**config.mk**
```make
export PLATFORM = sky130hd
export DESIGN_NAME = openframe_gpio_cfg_sequencer
export DESIGN_NICKNAME = d
export VERILOG_FILES = /design/src/rtl/openframe_gpio_cfg_sequencer_pkg.sv /design/src/rtl/openframe_gpio_cfg_sequencer_bank.sv /design/src/rtl/openframe_gpio_cfg_sequencer.sv
export SDC_FILE = /design/constraint.sdc
export NUM_CORES = 2
export LEC_CHECK = 0
export BUFFER_PORTS_ARGS = -buffer_cell sky130_fd_sc_hd__buf_2
export CORE_UTILIZATION = 50
export DETAILED_ROUTE_END_ITERATION = 16
export HOLD_SLACK_MARGIN = 0.12
export PLACE_DENSITY = 0.76
export SLEW_MARGIN = 20
export SYNTH_ARGS = -nofsm -noshare
export SYNTH_HDL_FRONTEND = slang
export SYNTH_SLANG_ARGS = --single-unit
```
**constraint.sdc**
```tcl
create_clock -name wb_clk_i -period 89.2 [get_ports wb_clk_i]
set_clock_uncertainty 0.1 [all_clocks]
set_input_delay 17.84 -clock wb_clk_i [delete_from_list [all_inputs] [get_ports wb_clk_i]]
set_output_delay 17.84 -clock wb_clk_i [all_outputs]
set_load 0.02 [all_outputs]
```
**src/rtl/openframe_gpio_cfg_sequencer_pkg.sv**
```systemverilog
// rtl/openframe_gpio_cfg_sequencer_pkg.sv - shared field layout, reset value and FSM encoding
package openframe_gpio_cfg_sequencer_pkg;

  localparam int CFG_W = 10;

  localparam int DM_MSB      = 9;
  localparam int DM_LSB      = 7;
  localparam int INP_DIS     = 6;
  localparam int IB_MODE_SEL = 5;
  localparam int VTRIP_SEL   = 4;
  localparam int SLOW_SEL    = 3;
  localparam int AN_EN       = 2;
  localparam int AN_SEL      = 1;
  localparam int AN_POL      = 0;

  localparam logic [CFG_W-1:0] CFG_RESET = 10'b001_0000000;

  typedef enum logic [1:0] {
    S_IDLE    = 2'd0,
    S_HOLD    = 2'd1,
    S_SWEEP   = 2'd2,
    S_RELEASE = 2'd3
  } state_e;

endpackage

```
**src/rtl/openframe_gpio_cfg_sequencer_bank.sv**
```systemverilog
// rtl/openframe_gpio_cfg_sequencer_bank.sv - NPADS x CFG_W config register array, one indexed write port
module openframe_gpio_cfg_sequencer_bank
  import openframe_gpio_cfg_sequencer_pkg::*;
#(
  parameter int NPADS = 44,
  parameter int PAD_W = 6
) (
  input  logic                         clk,
  input  logic                         rst,
  input  logic                         wr_en,
  input  logic [PAD_W-1:0]             wr_idx,
  input  logic [CFG_W-1:0]             wr_data,
  output logic [NPADS-1:0][CFG_W-1:0]  mem
);

  logic [NPADS-1:0][CFG_W-1:0] mem_q, mem_d;

  always_comb begin
    mem_d = mem_q;
    if (wr_en) mem_d[wr_idx] = wr_data;
  end

  always_ff @(posedge clk or posedge rst) begin
    if (rst) mem_q <= {NPADS{CFG_RESET}};
    else     mem_q <= mem_d;
  end

  assign mem = mem_q;

endmodule

```
**src/rtl/openframe_gpio_cfg_sequencer.sv**
```systemverilog
// rtl/openframe_gpio_cfg_sequencer.sv - shadow/live GPIO pad config with glitch-safe holdover apply sequence
module openframe_gpio_cfg_sequencer
  import openframe_gpio_cfg_sequencer_pkg::*;
#(
  parameter int NPADS      = 44,
  parameter int PAD_W      = 6,
  parameter int HOLD_CYC   = 4,
  parameter int SETTLE_CYC = 4
) (
  input  logic              wb_clk_i,
  input  logic              wb_rst_i,
  input  logic              cfg_valid,
  output logic              cfg_ready,
  input  logic [PAD_W-1:0]  cfg_pad,
  input  logic [CFG_W-1:0]  cfg_data,
  output logic              cfg_err,
  input  logic [PAD_W-1:0]  rd_pad,
  output logic [CFG_W-1:0]  rd_data,
  input  logic              apply_req,
  output logic              busy,
  output logic              apply_done,
  output logic [NPADS-1:0]  gpio_dm2,
  output logic [NPADS-1:0]  gpio_dm1,
  output logic [NPADS-1:0]  gpio_dm0,
  output logic [NPADS-1:0]  gpio_inp_dis,
  output logic [NPADS-1:0]  gpio_ib_mode_sel,
  output logic [NPADS-1:0]  gpio_vtrip_sel,
  output logic [NPADS-1:0]  gpio_slow_sel,
  output logic [NPADS-1:0]  gpio_analog_en,
  output logic [NPADS-1:0]  gpio_analog_sel,
  output logic [NPADS-1:0]  gpio_analog_pol,
  output logic [NPADS-1:0]  gpio_holdover
);

  localparam int CNT_MAX = (HOLD_CYC > SETTLE_CYC) ? HOLD_CYC : SETTLE_CYC;
  localparam int CNT_W   = $clog2(CNT_MAX + 1);
  localparam logic [PAD_W-1:0] LAST_IDX = PAD_W'(NPADS - 1);

  state_e             state_q, state_d;
  logic [CNT_W-1:0]   cnt_q, cnt_d;
  logic [PAD_W-1:0]   idx_q, idx_d;
  logic               pending_q, pending_d;
  logic               done_q, done_d;
  logic               err_q, err_d;

  logic               cfg_in_range, cfg_accept, shadow_we, live_we, hold;
  logic [NPADS-1:0][CFG_W-1:0] shadow, live;

  assign cfg_in_range = 32'(cfg_pad) < NPADS;

  openframe_gpio_cfg_sequencer_bank #(.NPADS(NPADS), .PAD_W(PAD_W)) u_shadow (
    .clk(wb_clk_i), .rst(wb_rst_i), .wr_en(shadow_we), .wr_idx(cfg_pad),
    .wr_data(cfg_data), .mem(shadow)
  );

  // Live copy port: the sweep index drives both the shadow read and the live write.
  openframe_gpio_cfg_sequencer_bank #(.NPADS(NPADS), .PAD_W(PAD_W)) u_live (
    .clk(wb_clk_i), .rst(wb_rst_i), .wr_en(live_we), .wr_idx(idx_q),
    .wr_data(shadow[idx_q]), .mem(live)
  );

  always_ff @(posedge wb_clk_i or posedge wb_rst_i) begin
    if (wb_rst_i) begin
      state_q   <= S_IDLE;
      cnt_q     <= '0;
      idx_q     <= '0;
      pending_q <= 1'b0;
      done_q    <= 1'b0;
      err_q     <= 1'b0;
    end else begin
      state_q   <= state_d;
      cnt_q     <= cnt_d;
      idx_q     <= idx_d;
      pending_q <= pending_d;
      done_q    <= done_d;
      err_q     <= err_d;
    end
  end

  always_comb begin
    state_d   = state_q;
    cnt_d     = cnt_q;
    idx_d     = idx_q;
    pending_d = pending_q;
    done_d    = 1'b0;
    err_d     = cfg_accept && !cfg_in_range;
    if (state_q != S_IDLE && apply_req) pending_d = 1'b1;
    case (state_q)
      S_IDLE: begin
        if (apply_req || pending_q) begin
          state_d   = S_HOLD;
          cnt_d     = CNT_W'(HOLD_CYC - 1);
          pending_d = 1'b0;
        end
      end
      S_HOLD: begin
        if (cnt_q == '0) begin
          state_d = S_SWEEP;
          idx_d   = '0;
        end else begin
          cnt_d = cnt_q - CNT_W'(1);
        end
      end
      S_SWEEP: begin
        if (idx_q == LAST_IDX) begin
          state_d = S_RELEASE;
          cnt_d   = CNT_W'(SETTLE_CYC - 1);
        end else begin
          idx_d = idx_q + PAD_W'(1);
        end
      end
      S_RELEASE: begin
        if (cnt_q == '0) begin
          state_d = S_IDLE;
          done_d  = 1'b1;
        end else begin
          cnt_d = cnt_q - CNT_W'(1);
        end
      end
      default: state_d = S_IDLE;
    endcase
  end

  always_comb begin
    cfg_ready  = (state_q == S_IDLE);
    busy       = (state_q != S_IDLE);
    hold       = (state_q == S_HOLD) || (state_q == S_SWEEP);
    cfg_accept = cfg_valid && cfg_ready;
    shadow_we  = cfg_accept && cfg_in_range;
    live_we    = (state_q == S_SWEEP);
    apply_done = done_q;
    cfg_err    = err_q;
  end

  always_comb begin
    rd_data = CFG_RESET;
    if (32'(rd_pad) < NPADS) rd_data = shadow[rd_pad];
  end

  always_comb begin
    gpio_dm2         = '0;
    gpio_dm1         = '0;
    gpio_dm0         = '0;
    gpio_inp_dis     = '0;
    gpio_ib_mode_sel = '0;
    gpio_vtrip_sel   = '0;
    gpio_slow_sel    = '0;
    gpio_analog_en   = '0;
    gpio_analog_sel  = '0;
    gpio_analog_pol  = '0;
    for (int p = 0; p < NPADS; p++) begin
      gpio_dm2[p]         = live[p][DM_MSB];
      gpio_dm1[p]         = live[p][DM_MSB-1];
      gpio_dm0[p]         = live[p][DM_LSB];
      gpio_inp_dis[p]     = live[p][INP_DIS];
      gpio_ib_mode_sel[p] = live[p][IB_MODE_SEL];
      gpio_vtrip_sel[p]   = live[p][VTRIP_SEL];
      gpio_slow_sel[p]    = live[p][SLOW_SEL];
      gpio_analog_en[p]   = live[p][AN_EN];
      gpio_analog_sel[p]  = live[p][AN_SEL];
      gpio_analog_pol[p]  = live[p][AN_POL];
    end
    gpio_holdover = {NPADS{hold}};
  end

endmodule

```
Yosys cells after proc, flatten, opt, wreduce, memory -nomap -nowiden:

Index checks and enable logic that the tools add are counted.

* equality and inequality tests: 10
* magnitude comparators: 7
* mux-type cells: 28
* add/subtract/negate cells: 2
* reductions and logical operators: 17

Operator list (count)
* 440-bit bitwise mux: 2
* 10-bit binary-select mux with 6-bit select: 2
* 10-bit demux with 6-bit select: 2
* 10-bit two-way mux: 5
* 6-bit by 7-bit < comparator with 1-bit output (second input constant): 3
* 6-bit by 1-bit greater-or-equal comparator with 1-bit output (second input constant): 2
* 6-bit < comparator (second input constant): 2
* 6-bit two-way mux: 2
* 6-bit case mux with 2 select lines: 1
* 3-bit two-way mux: 3
* 3-bit case mux with 3 select lines: 1
* 2-bit two-way mux: 4
* 2-bit != test (second input constant): 4
* 2-bit case mux with 4 select lines: 1
* 6-bit by 1-bit adder with 6-bit output (second input constant): 1
* 6-bit equality test (second input constant): 1
* 1-bit logical AND: 6
* 3-bit AND reduction: 2
* 1-bit two-way mux: 5
* 2-bit equality test (second input constant): 2
* 2-bit by 1-bit != test with 1-bit output (second input constant): 2
* 4-bit AND reduction: 1
* 2-bit nonzero test: 2
* 3-bit zero test: 1
* 6 further kinds: 7

* flip-flop bits (word level): 894
* bits of input ports: 26
* word-level logic and storage cells: 158
* output and inout port bits: 498

Longest topological paths before layout:

* word-level depth: 5
* depth in mapped cells: 10

Cells and area by module:

Synthesis repeated with hierarchy kept, for this count alone.

* cells, all modules: 2757
* area total of the unflattened synthesis: 42325.6 sq um

By module, submodules not included
* openframe_gpio_cfg_sequencer_bank: instances 2, area an instance 16966.3 sq um, cells an instance 1002
* openframe_gpio_cfg_sequencer: instances 1, area an instance 8393.0 sq um, cells an instance 753

Worst setup path after synthesis:

OpenSTA, ideal clock, no wires.

* path type: in2out
* from: input rd_pad[0]
* to: output rd_data[0]
* arrival time: 19.750 ns
* stages on the path: 4
* path buffers: 1
* required time: 71.260 ns
* path slack: 51.510 ns
* path through: clkbuf_1 mux4_2 mux4_2 a221o_1

* cells in the longest elaborated chain, start to end: 3

RTL lines
* start, declared: line openframe_gpio_cfg_sequencer.sv:17 `input logic [PAD_W-1:0] rd_pad,`
* 10-bit binary-select mux with 6-bit select: line openframe_gpio_cfg_sequencer.sv:137 `if (32'(rd_pad) < NPADS) rd_data = shadow[rd_pad];`
* 10-bit two-way mux (not written as such): line openframe_gpio_cfg_sequencer.sv:137
* 10-bit two-way mux (*): line openframe_gpio_cfg_sequencer.sv:137
* end, declared: line openframe_gpio_cfg_sequencer.sv:18 `output logic [CFG_W-1:0] rd_data,`

Every way passes the cells marked *; elsewhere a longest branch is shown, timed or not. The select of a mux whose other input is x is not followed.

Worst setup path after layout:

* from: input rd_pad[0]
* to: output rd_data[5]

Same word-level chain as after synthesis.

==> impl_results.md <==
* Status: complete, no violations
* Post-synthesis sequential area ratio at 55.2%
* Slew HR at 18.7%
* Routed Wire Length at 134 mm
* Sink Count at 894
* P&R area growth vs syn at 16.7%
* First drt pass iteration count at 6
* Area occupied by multi-input gates at 17,000 um2
* Clock Root Buffer: clkbuf_16
* Mapped cell area at 40,800 um2
* Min cycle time layout at 39.00 ns
* Ys async rst share at 100%
* Hold depth at 2
* Core Area at 80,500 um2
* Post-synthesis register bit count at between 800 and 900
* FP Rows at 104
* Tightest Hold Check Type: register to register
* CTS Buffer Depth at 3
* Routed WL per cell at ~29 um
* Iteration-0 DRC Markers at 3,215
* Final Setup Violations at 0
* Most frequent cells in the layout: dfrtp_1, mux2_2, buf_2, nor2_1, a21oi_1
* Adder-cell area share of the yosys netlist at 0.215%
* Syn_nets at 3,131
* Element type at the critical path end: output pin
* Synth cell types at 70
* Area leader, netlist: dfrtp_1
* # DRC at 0
* Antenna violations before repair at 1
* Max-Cap Viols at 0
* First-pass GRT wire length at 195 mm
* Total GRT Usage at 32.1%
* Io pins at 524
* Dominant synthesized flop cell: dfrtp_1
* TritonCTS Buffers at 95
* CP arrival at between 20 and 25 ns
* Total gr overflow at 0
* Synth Area in Compound Gates at 7.81%
* Antenna viol nets, final at 0
* Number of I/O port buffers at 523
* Resized Gates After CTS at 0
* Simple-gate share of the synthesized area at 5.97%
* Crit path kind: primary input to output pin
* Post-synth top area share at about half
* Max rail drop VDD at 15.8 uV
* CP max FO at between 60 and 70
* Largest family of logic cells by synthesized area: multiplexers
* Final core occ at a little under 60%
* Vias at 29.4k
* Reg clk slew, reported paths at ~0.060 ns
* Pwr/cell area at 17.8 nW/um2
* Nets at 3,581
* # Post-CTS Setup Buffers at 0
* Mux cell area share after synthesis at 27.4%
* Pleak at about 24 nW
* Syn Area/Cell at 13.2 um2
* Routability Congestion at 0.983
* Worst-skew pair later-pin latency at 0.68 ns
* Final slew viol count at 0
* Register area at 22,500 um2
* Die Y at roughly 290 um
* Cts hold-fix bufs at 0
* CTS tree: done
* Setup tns final at 0 ns
* Crit path required time at 71.26 ns
* Fillers at between 6k and 7k
* RSZ-0062 raised after global routing: no
* XOR/XNOR Fraction of Synth Area at 0.0645%
* Post-DP HPWL at 89.7 mm
* Initial Util at 50.6%
* Post-synth EDFFs at 0
* Period utilization at 43.7%
* Final Hold Vio Count at 0
* Post-synthesis cell count at approximately 3.1k
* Max H-tree Level at 3
* Warnings, synthesis at 0
* Layout cells sized above 1 at 46.6%
* Startpoint Class: primary input
* Synth top area cells: dfrtp_1, mux2_2, mux4_2, dfstp_2, a21oi_1
* Worst R2R Path Depth at 8
* Fmax at 0.0256 GHz
* Worst-margin pin slew at 1.22 ns
* DIE AREA at 82,700 um2
* Chip width at between 200 and 300 um
* Vias in the first global route at 28.7k
* Most common cell after layout, fill and taps aside: dfrtp_1
* Vias per cell at roughly 6.3
* Largest net degree at the start of global routing at 177
==> critical path, cell delays in order <==
cell	delay, ns
buf_6	0.63
buf_4	0.79
mux4_2	0.59
mux4_2	0.54
a221o_1	0.42
buf_2	0.20
==> cell usage after synthesis (5+ instances only) <==
master and n:
a211oi_1 7, a21oi_1 298, a221o_1 23, a221oi_1 21, a22o_1 9, a22oi_1 60, and2_1 12, buf_1 12
buf_2 69, buf_4 61, buf_6 7, clkbuf_1 104, dfrtp_1 806, dfstp_2 88, ha_1 7, inv_1 10
mux2_2 640, mux2i_1 48, mux4_2 153, nand2_1 131, nand2b_1 11, nand3_1 14, nor2_1 338, nor2b_1 9
nor3_1 9, nor3_2 6, nor3b_1 8, o21ai_0 40, o221ai_1 6, o22ai_1 9, o2bb2ai_1 12, or2_2 5
or3_1 5
==> report_power, final <==
part,internal (mW),total (mW),switching (mW),leakage (nW)
combinational,0.00365,0.0202,0.0165,10.2
clock,0.245,0.419,0.174,1.63
sequential,0.406,0.406,0.000000000000000000266,12.1
total,0.654,0.845,0.191,24.0
==> through the flow <==
| stage | setup slack (ns) | total power, mW | cell area [um2] | hold slack, ns | instances |
|---|---|---|---|---|---|
| floorplan | 46.28 | 0.427 | 40800 | 0.350 | 3098 |
| detailed placement | 50.13 | 0.433 | 44100 | 0.360 | 4510 |
| global route | 49.96 | 0.868 | 47500 | 0.391 | 4690 |
| finish | 50.20 | 0.845 | 47600 | 0.373 | 4694 |
| global placement | 50.22 | 0.433 | 44100 | 0.358 | 4510 |
| CTS | 50.13 | 0.850 | 47500 | 0.375 | 4689 |
==> area by class of cell <==
| cell class | instances | area share (%) |
|---|---|---|
| Antenna cell | 4 | 0.0211 |
| Clock buffer | 137 | 5.73 |
| Clock inverter | 42 | 1.35 |
| Inverter | 11 | 0.103 |
| Multi-Input combinational cell | 1940 | 35.7 |
| Sequential cell | 894 | 47.3 |
| Tap cell | 1060 | 2.79 |
| Timing Repair Buffer | 606 | 6.96 |
==> layer usage <==
metal	GRT usage, %	vias to the layer above	wire length (um)
li1	-	12200	-
met1	41.2	14900	48700
met2	49.4	1806	61400
met3	9.37	459	15100
met4	17.2	2	8500
met5	0	-	12
==> worst paths after layout <==
check,slack [ns],end,startpoint
hold reg to reg,0.37,u_live.mem[343],u_live.mem[343]
setup / recovery,50.20,rd_data[5],rd_pad[0]
max in group asynchronous,69.00,u_live.mem[298],wb_rst_i
min in group asynchronous,17.29,u_live.mem[188],wb_rst_i
hold / removal,0.37,u_live.mem[343],u_live.mem[343]
setup reg to reg,84.72,u_live.mem[83],idx_q[2]
==> logic make-up (layout without fill, tap and decap cells) <==
kind of cell	after synthesis	after routing
AO/OA/AOI/OAI	517	517
XOR/XNOR	3	3
adder cells (fa/ha/maj)	7	7
buffers and inverters	264	796
flip-flops	894	894
multiplexers	844	844
other	0	4
AND/OR/NAND/NOR	569	569
==> flip-flops by register name, summed over array words and instances (netlist names) <==
name / cells
cnt_q: 3
cfg_err: 1
state_q: 2
u_shadow.mem: 440
apply_done: 1
idx_q: 6
pending_q: 1
u_live.mem: 440
(Power assumes the default switching activity.)
